===== src/rtl/div_unit.sv =====
// div_unit: multi-cycle radix-2 restoring RV32M divider (start/flush/op/dividend/divisor in; busy/done/result out)
module div_unit #(
  parameter int XLEN = 32
) (
  input  logic            clk,
  input  logic            rst,
  input  logic            start,
  input  logic            flush,
  input  logic [1:0]      op,
  input  logic [XLEN-1:0] dividend,
  input  logic [XLEN-1:0] divisor,
  output logic            busy,
  output logic            done,
  output logic [XLEN-1:0] result
);
  localparam int CW = $clog2(XLEN);
  typedef enum logic [1:0] {IDLE, CALC, DONE} state_t;
  state_t          state_q, state_d;
  logic            rem_sel_q, neg_q, sgn_q;
  logic [CW-1:0]   cnt_q;
  logic [XLEN-1:0] rem_q, quo_q, dvs_q, res_q;
  logic            sgn_op, a_neg, b_neg, div0, ovf, special, last, ge;
  logic [XLEN-1:0] abs_a, abs_b, spec_res, rem_n, quo_n, res_n;
  logic [XLEN:0]   sh, diff;
  always_comb begin
    sgn_op   = ~op[0];
    a_neg    = sgn_op & dividend[XLEN-1];
    b_neg    = sgn_op & divisor[XLEN-1];
    abs_a    = a_neg ? -dividend : dividend;
    abs_b    = b_neg ? -divisor : divisor;
    div0     = divisor == '0;
    ovf      = sgn_op & (dividend == {1'b1, {(XLEN-1){1'b0}}}) & (&divisor);
    special  = div0 | ovf;
    spec_res = div0 ? (op[1] ? dividend : '1) : (op[1] ? '0 : dividend);
    sh       = {rem_q, quo_q[XLEN-1]};
    diff     = sh - {1'b0, dvs_q};
    ge       = ~diff[XLEN];
    rem_n    = ge ? diff[XLEN-1:0] : sh[XLEN-1:0];
    quo_n    = {quo_q[XLEN-2:0], ge};
    res_n    = rem_sel_q ? (sgn_q ? -rem_n : rem_n) : (neg_q ? -quo_n : quo_n);
    last     = cnt_q == CW'(XLEN-1);
  end
  always_comb begin
    state_d = IDLE;
    if (!flush)
      state_d = state_q == IDLE ? (start ? (special ? DONE : CALC) : IDLE) :
                state_q == CALC ? (last ? DONE : CALC) : IDLE;
  end
  always_comb begin
    busy   = state_q == CALC;
    done   = state_q == DONE;
    result = res_q;
  end
  always_ff @(posedge clk) begin
    if (rst) begin
      state_q   <= IDLE;
      rem_sel_q <= 1'b0;
      neg_q     <= 1'b0;
      sgn_q     <= 1'b0;
      cnt_q     <= '0;
      rem_q     <= '0;
      quo_q     <= '0;
      dvs_q     <= '0;
      res_q     <= '0;
    end else begin
      state_q <= state_d;
      if (state_q == IDLE && start && !flush) begin
        rem_sel_q <= op[1];
        neg_q     <= a_neg ^ b_neg;
        sgn_q     <= a_neg;
        dvs_q     <= abs_b;
        rem_q     <= '0;
        quo_q     <= abs_a;
        cnt_q     <= '0;
        if (special) res_q <= spec_res;
      end else if (state_q == CALC && !flush) begin
        rem_q <= rem_n;
        quo_q <= quo_n;
        cnt_q <= cnt_q + 1'b1;
        if (last) res_q <= res_n;
      end
    end
  end
endmodule


===== config.mk =====
export PLATFORM = sky130hd
export DESIGN_NAME = div_unit
export DESIGN_NICKNAME = d
export VERILOG_FILES = /design/src/rtl/div_unit.sv
export SDC_FILE = /design/constraint.sdc
export NUM_CORES = 1
export LEC_CHECK = 0
export ABC_AREA = 1
export CAP_MARGIN = 20
export CORE_UTILIZATION = 45
export DETAILED_ROUTE_END_ITERATION = 10
export MAX_ROUTING_LAYER = met4
export SYNTH_ARGS = -nofsm -noshare
export SYNTH_HDL_FRONTEND = slang
export SYNTH_SLANG_ARGS = --single-unit

===== constraint.sdc =====
create_clock -name clk -period 8.8 [get_ports clk]
set_input_delay 0.88 -clock clk [delete_from_list [all_inputs] [get_ports clk]]
set_output_delay 0.88 -clock clk [all_outputs]
set_load 0.01 [all_outputs]

Word level (Yosys, flattened, before mapping)
Cells that the tools add are included.

cells by class
  $add $sub $neg = 6
  multipliers = 0
  divide/modulo/power cells = 0
  $lt $le $gt $ge = 0
  equality and inequality tests = 5
  shift-type cells = 0
  multiplexer cells = 20
  bitwise gates (word level) = 8
  reduce and logical (&&, ||, !) cells = 12

operator list
  operator                                             number
  2-to-1 mux 32 bit                                    15
  negation 32 bit                                      4
  subtractor 33 x 32 -> 33 bit                         1
  equality test 32 bit, second input constant          1
  logical NOT 32 bit                                   1
  AND reduction 32 bit                                 1
  2-to-1 mux 2 bit                                     5
  adder 5 x 1 -> 5 bit, second input constant          1
  equality test 5 bit, second input constant           1
  AND 1 bit                                            4
  nonzero test 2 bit                                   2
  OR reduction 2 bit                                   2
  logical AND 1 bit                                    3
  AND reduction 3 bit                                  1
  equality test 2 x 1 -> 1 bit, second input constant  1
  equality test 2 bit, second input constant           1
  logical NOT 2 bit                                    1
  inequality test 2 bit, second input constant         1
  NOT 1 bit                                            2
  logical NOT 1 bit                                    1
  bitwise OR 1 bit                                     1
  XOR 1 bit                                            1

storage, ports and cells
  register bits after elaboration = 138
  latch bits = 0
  RAM bits = 0
  bits in read-only memories = 0
  input bits = 70
  output and inout port bits = 34
  logic and storage cells = 60
  memories = 0

Depth between registers and ports, before layout
  word-level depth = 8
  mapped depth = 32

Worst setup path after synthesis
OpenSTA, ideal clock, no wires.

  path type = register -> register
  start point = register quo_q[31]
  end point = register res_q[24], in the netlist result[24]
  setup time = 0.119 ns
  data arrival time = 3.875 ns
  setup slack = 4.805 ns
  cell stages (with the launch flop) = 31
  period minus slack after synthesis = 3.995 ns
  path through = dfxtp_1 > inv_1 > ha_1 > inv_1 > fa_1 > nand2_1 > nand2_1 > nand3_1 > nand2_1 > nand2_2 > nand2_4 > nand2_4 > nand3_4 > nand2_4 > buf_8 > buf_6 > ha_1 > nand3_1 > nor3_2 > nand2_1 > nor3_1 > nand2_1 > nor3_1 > nand3_1 > nor4_2 > nor2_1 > or2_0 > nand3_1 > nand2_1 > nand2_1 > a21oi_1

on the way
  longest elaborated chain between the ends = 8
  elaborated cells between the ends (all ways) = 11

ends and longest elaborated chain
  item                                            line    text
  start: declaration                              21      logic [XLEN-1:0] rem_q, quo_q, dvs_q, res_q;
  start signal: assignment                        73      quo_q <= abs_a;
  start signal: assignment                        78      quo_q <= quo_n;
  subtractor 33 x 32 -> 33 bit                    36      diff = sh - {1'b0, dvs_q};
  2-to-1 mux 32 bit or NOT 1 bit (tied branches)  38, 37
  negation 32 bit                                 40      res_n = rem_sel_q ? (sgn_q ? -rem_n : rem_n) : (neg_q ? -quo_n : quo_n);
  2-to-1 mux 32 bit                               40
  2-to-1 mux 32 bit *                             40
  2-to-1 mux 32 bit *                             80      if (last) res_q <= res_n;
  2-to-1 mux 32 bit *                             76      end else if (state_q == CALC && !flush) begin
  2-to-1 mux 32 bit *                             67      if (state_q == IDLE && start && !flush) begin
  end signal: assignment                          75      if (special) res_q <= spec_res;
  end signal: assignment                          80
  end: declaration                                21

Every way passes the cells marked *; elsewhere a longest branch is shown, timed or not. The select of a mux whose other input is x is not followed.
A chain may end at the register's enable or synchronous reset.

Final worst setup path
Same ends and word-level chain as after synthesis.

==> reports/metrics.yaml <==
layout:
  n_fill_cell: 2941
  final_util: 0.5280
  antennaDiodeCount: 0
  final_layout_size_suffix_gt1_frac: 0.05619
  nNetsFinal: 2357
  area_growth_pct: 14.11
synthesis:
  ys_async_sr_fraction: 0
  synth-seq-cells: 138
  synth_top_area_share: 0.2191
  yosysUniqueCellTypes: 58
  synth-edff-count: 0
  yosys_warnings: 0
  ys_seq_area_frac: 0.2191
  syn_avg_cell_area_sq_um: 5.713
  synthCells: 2207
  synth_ff_type: "dfxtp_1"
  synth_area_leaders: "dfxtp_1 (22%), nand2_1 (19%), inv_1 (8.4%)"
  synth_common_cells: "nand2_1 (633), inv_1 (282), nor2_1 (208)"
  yosysMostFrequentCell: "nand2_1"
  yosysTopAreaCell: "dfxtp_1"
  syn-cell-area_sq_um: 12610
  synth_nets: 2317
floorplanning:
  die-area_sq_um: 28690
  rows: 60
  core_sq_um: 27250
  die_width_um: 169.4
  die-height_um: 169.4
  io_pins: 104
  initial_core_util: 0.4627
pwr:
  internal_power_mw: 1.440
  switchingPower_mw: 1.066
  p_seq_frac: 0.276
  p_leak_nw: 6.917
  irDropWorstVdd_v: 0.0001271
  switching_share: 0.4253
  power_density_nw_per_um2: 174.2
  pwr-share-comb: 0.425
  pwr-share-clk: 0.299
job:
  max_cap_violations: 0
setup_path:
  required_ns: 9.12
  r2r-end: "result[24]"
  r2r_cells: 28
  crit_type: "reg -> reg"
  cpMostUsedCell: "nand2_1"
  crit_path_start_kind: "flip-flop"
  cp.arrival_ns: 5.31
  r2r_slack_ns: 3.81
  critPathCaptureType: "flip-flop"
  timing.rr.start: "quo_q[31]"
  crit_fanout: 47
  max_stage_delay_ns: 0.45
  slowest_stage: "nand2_4"
cts:
  cts_tree: "built"
  htreeDepth: 4
  hold_buffers: 0
  clockRootBuffer: "clkbuf_16"
  cts.sinks: 138
  clkTransAtPathRegs_ns: 0.06
  numCtsBuffers: 17
  clockBufferDepth: 2
  insertion_delay_ns: 0.43
  cts_setup_buffers: 0
  cts_resized: 0
timing:
  drv_slew: 0
  finalSetupTns_ns: 0
  fmax_mhz: 200.5
  finClkSkew_ns: 0.009521
  final.period_utilization: 0.5667
  tightest_slew_ns: 1.043
  period_minus_slack_ns: 4.987
  hold_viol: 0
  slew_headroom: 0.3030
  rsz0062_at_grt: "false"
  setup_viol: 0
placement:
  io_buffer_count: 103
  globalplace.congestion: 0.9561
  dp_hpwl_mm: 33.98
detailed_routing:
  postRouteAntennaNets: 0
  wirelength_mm: 44.73
  avgViaCountPerCell: 5.440
  vias: 14320
  drc: 0
  routedWlPerCell_um: 17.00
  first_pass_iters: 6
  drt_iter0_markers: 1312
grt:
  top_usage_layer: "met2"
  grt.met2_usage: 0.5010
  antenna_found_initial: 0
  grt_pass1_wl_mm: 70.92
  grtUsageTotal: 0.3253
  grt_pass1_vias: 12890
  grt_max_degree: 62
  use_met3: 0.03708
  gr-usage-met1: 0.4524
  globalRouteOverflowTotal: 0
min_path:
  holdPathEnd: "cnt_q[4]"
  hold_start: "cnt_q[4]"
  min_path_type: "reg -> reg"
  holdPathStages: 2
run_status:
  status: "finished, final reports clean"
flip-flops by register name (all words and copies together), names as in the netlist:
| register | cells |
|---|---|
| result | 32 |
| dvs_q | 32 |
| rem_sel_q | 1 |
| neg_q | 1 |
| sgn_q | 1 |
| cnt_q | 5 |
| state_q | 2 |
| quo_q | 32 |
| rem_q | 32 |
worst max-delay path, delay by kind of cell (launching register included):
kind                     cells  cell delay (ns)
buffers and inverters        2             0.13
flip-flops                   1             0.30
AND/OR/NAND/NOR             22             3.52
AO/OA/AOI/OAI                1             0.06
adder cells (fa/ha/maj)      3             0.83
cell families after synthesis:
family / count (synthesis) / share of synthesized area
buffers and inverters: 393 / 0.1235
xor gates and xnor gates: 54 / 0.03751
DFF: 138 / 0.2191
and+or+nand+nor: 1105 / 0.3712
adders and majority gates: 40 / 0.04029
AOI/OAI and AO/OA: 477 / 0.2083
cell usage in the layout (no fill, tap or decap), types with 4 or more instances in the layout:
cell type | Yosys | final
nand2_1 | 633 | 633
inv_1 | 282 | 281
nor2_1 | 208 | 206
a21oi_1 | 177 | 177
o21ai_0 | 177 | 177
nand3_1 | 142 | 142
dfxtp_1 | 138 | 138
clkdlybuf4s50_1 | 0 | 102
a31oi_1 | 42 | 42
ha_1 | 39 | 39
xor2_1 | 35 | 35
nor3_1 | 28 | 28
nand2_2 | 19 | 19
xnor2_1 | 19 | 19
o21ai_1 | 19 | 19
o211ai_1 | 18 | 18
nand4_1 | 17 | 17
clkbuf_16 | 0 | 17
inv_2 | 14 | 15
nor2_2 | 11 | 12
buf_4 | 5 | 12
nor4_1 | 10 | 10
o21ai_2 | 7 | 7
o22ai_1 | 7 | 7
o21bai_1 | 6 | 6
nand3b_1 | 6 | 6
or2_2 | 6 | 6
nand2_4 | 5 | 5
a21o_1 | 5 | 5
a21oi_2 | 4 | 4
nor3_2 | 4 | 4
clkbuf_8 | 0 | 4
metal layers:
layer | part of all wire | up-vias
met5 | 0 | -
met4 | 0.016 | 0
met3 | 0.060 | 42
met2 | 0.44 | 488
met1 | 0.48 | 6567
li1 | - | 7221
stage by stage:
stage	instances	setup slack [ns]	hold slack, ns	total power [mW]	area (sq um)
2_1_floorplan	2207	4.805	0.4453	1.449	12610
3_3_place_gp	2599	3.692	0.4529	1.746	13760
3_5_place_dp	2599	3.635	0.4671	1.748	13760
4_1_cts	2631	3.858	0.4752	2.500	14360
5_1_grt	2632	3.327	0.5028	2.675	14390
6_report	2632	3.813	0.4730	2.506	14390
how the worst max path moves through the flow:
stage,startpoint,end,slack (ns),cells after the start
CTS,quo_q[31],result[24],3.86,28
global route,quo_q[31],result[24],3.33,28
global placement,dividend[0],result[0],3.69,19
floorplan,quo_q[31],result[24],4.81,30
finish,quo_q[31],result[24],3.81,28
detailed placement,dividend[0],result[0],3.63,19
power by group through the flow:
| stage | Combinational (mW) | Clock (mW) | Sequential (mW) |
|---|---|---|---|
| after CTS | 1.05 | 0.759 | 0.690 |
| after floorplan | 0.750 | 0 | 0.699 |
| after detailed placement | 1.04 | 0 | 0.704 |
| final | 1.06 | 0.751 | 0.691 |
| after global routing | 1.19 | 0.789 | 0.695 |
| after global placement | 1.04 | 0 | 0.703 |
area by class of cell:
class / instances / area, sq um / share of cell area
Clock buffer: 22 / 484.2 / 0.03366
Timing Repair Buffer: 116 / 1144 / 0.07949
Multi-Input combinational cell: 1676 / 8298 / 0.5767
Tap cell: 372 / 465.4 / 0.03235
Clock inverter: 10 / 115.1 / 0.008001
Sequential cell: 138 / 2763 / 0.1920
Inverter: 298 / 1119 / 0.07775
No activity file was read; power rests on OpenSTA's default activity.
==> variant (same flow settings) <==
Make the reset (`rst`) asynchronous in one clocked block.
--- a/src/rtl/div_unit.sv
+++ b/src/rtl/div_unit.sv
@@ -52,5 +52,5 @@
     result = res_q;
   end
-  always_ff @(posedge clk) begin
+  always_ff @(posedge clk or posedge rst) begin
     if (rst) begin
       state_q   <= IDLE;
Function: differs if rst is asserted again (counterexample within 4 cycles, from zero or initial values and one cycle with rst high); with rst held inactive, the same outputs for 10 cycles.
==> variant against the original RTL <==
- routed wire length grew 2.7%
- largest cell class unchanged
- critical path type unchanged
- synthesized cell count grew 0.68%
- cell area grew 6.0%
- worst setup slack lost 0.018 ns
- area after synthesis grew 6.1%
- hold slack gained 0.011 ns
- sequential cell count is the same
Power is not compared: it rests on default switching activity, and its combinational part moved more than twofold at a synthesized area within 25%.
==> variant: results (changes against the original RTL) <==
[finish]
drive_gt1_frac=0.0595  ; +0.00330
area_growth_pct=14.0
sh_seq_area=0.226  ; +0.0344
diodes=3  ; +3
fillerInstances=2999  ; +2.0%
num-nonclk-buffers=115  ; -0.86%

[yosys]
synth.avg_cell_area_um2=6.02  ; +5.4%
ys_async_sr_fraction=1.00  ; +1.00
synth_cell_types=52  ; -10%
seq_area_frac_synth=0.258  ; +0.0390
synth_area_um2=13400  ; +6.1%
synthTopCellsByArea=dfrtp_1 (26%), nand2_1 (19%), inv_1 (9.1%)
synth_common_cells=nand2_1 (689), inv_1 (324), nor2_1 (219)

[setup_path]
crit_path_top_delay_cell=fa_1
ff2ff_path_depth=32  ; +14%
cp.arrival_ns=5.38  ; +0.07 ns
r2r-start=quo_q[31]
path_max_fanout=45  ; -4.3%

[placed_design]
hpwl_um=35300  ; +3.9%
placed_cell_area_um2=14600  ; +6.1%
preCtsSetupSlack_ns=3.41  ; -0.228 ns
dp_cells=2637  ; +1.5%

[min_path]
hold_path_end=dvs_q[4]

[timing]
fin_skew_ns=0.0115  ; +0.00196 ns

[global_routing]
grt_pass1_vias=13129  ; +1.8%

[routing]
routed-via-count=14404  ; +0.60%
drt-initial-drc-count=1471  ; +12%

[run_status]
status=finished, final reports clean

[variant: changes by cell type in the layout (fill, tap and decap cells not counted), sizes merged, moves of 40 or more]
| cell | before | now |
|---|---|---|
| a21oi | 183 | 96 |
| o21ai | 203 | 146 |
| dfrtp | 0 | 138 |
| inv | 297 | 337 |
| nand2 | 657 | 725 |
| dfxtp | 138 | 0 |
| nand3 | 145 | 209 |
[variant: cells by family after synthesis]
logic type | share of synthesized area
buf+inv | 0.123
xor+xnor | 0.0262
compound gates | 0.148
simple gates | 0.403
fa+ha+maj | 0.0410
flops | 0.258
[variant: layer usage]
layer,vias up,GRT usage,routed length [um]
li1,7252,-,-
met1,6620,0.449,22100
met2,480,0.458,19900
met3,52,0.0481,2930
met4,0,0.0990,1080
met5,-,-,0
[variant: power by group]
part / switching (mW) / internal, mW
sequential: 0.168 / 0.845
clock: 0.323 / 0.453
combinational: 2.66 / 1.26
total: 3.15 / 2.56
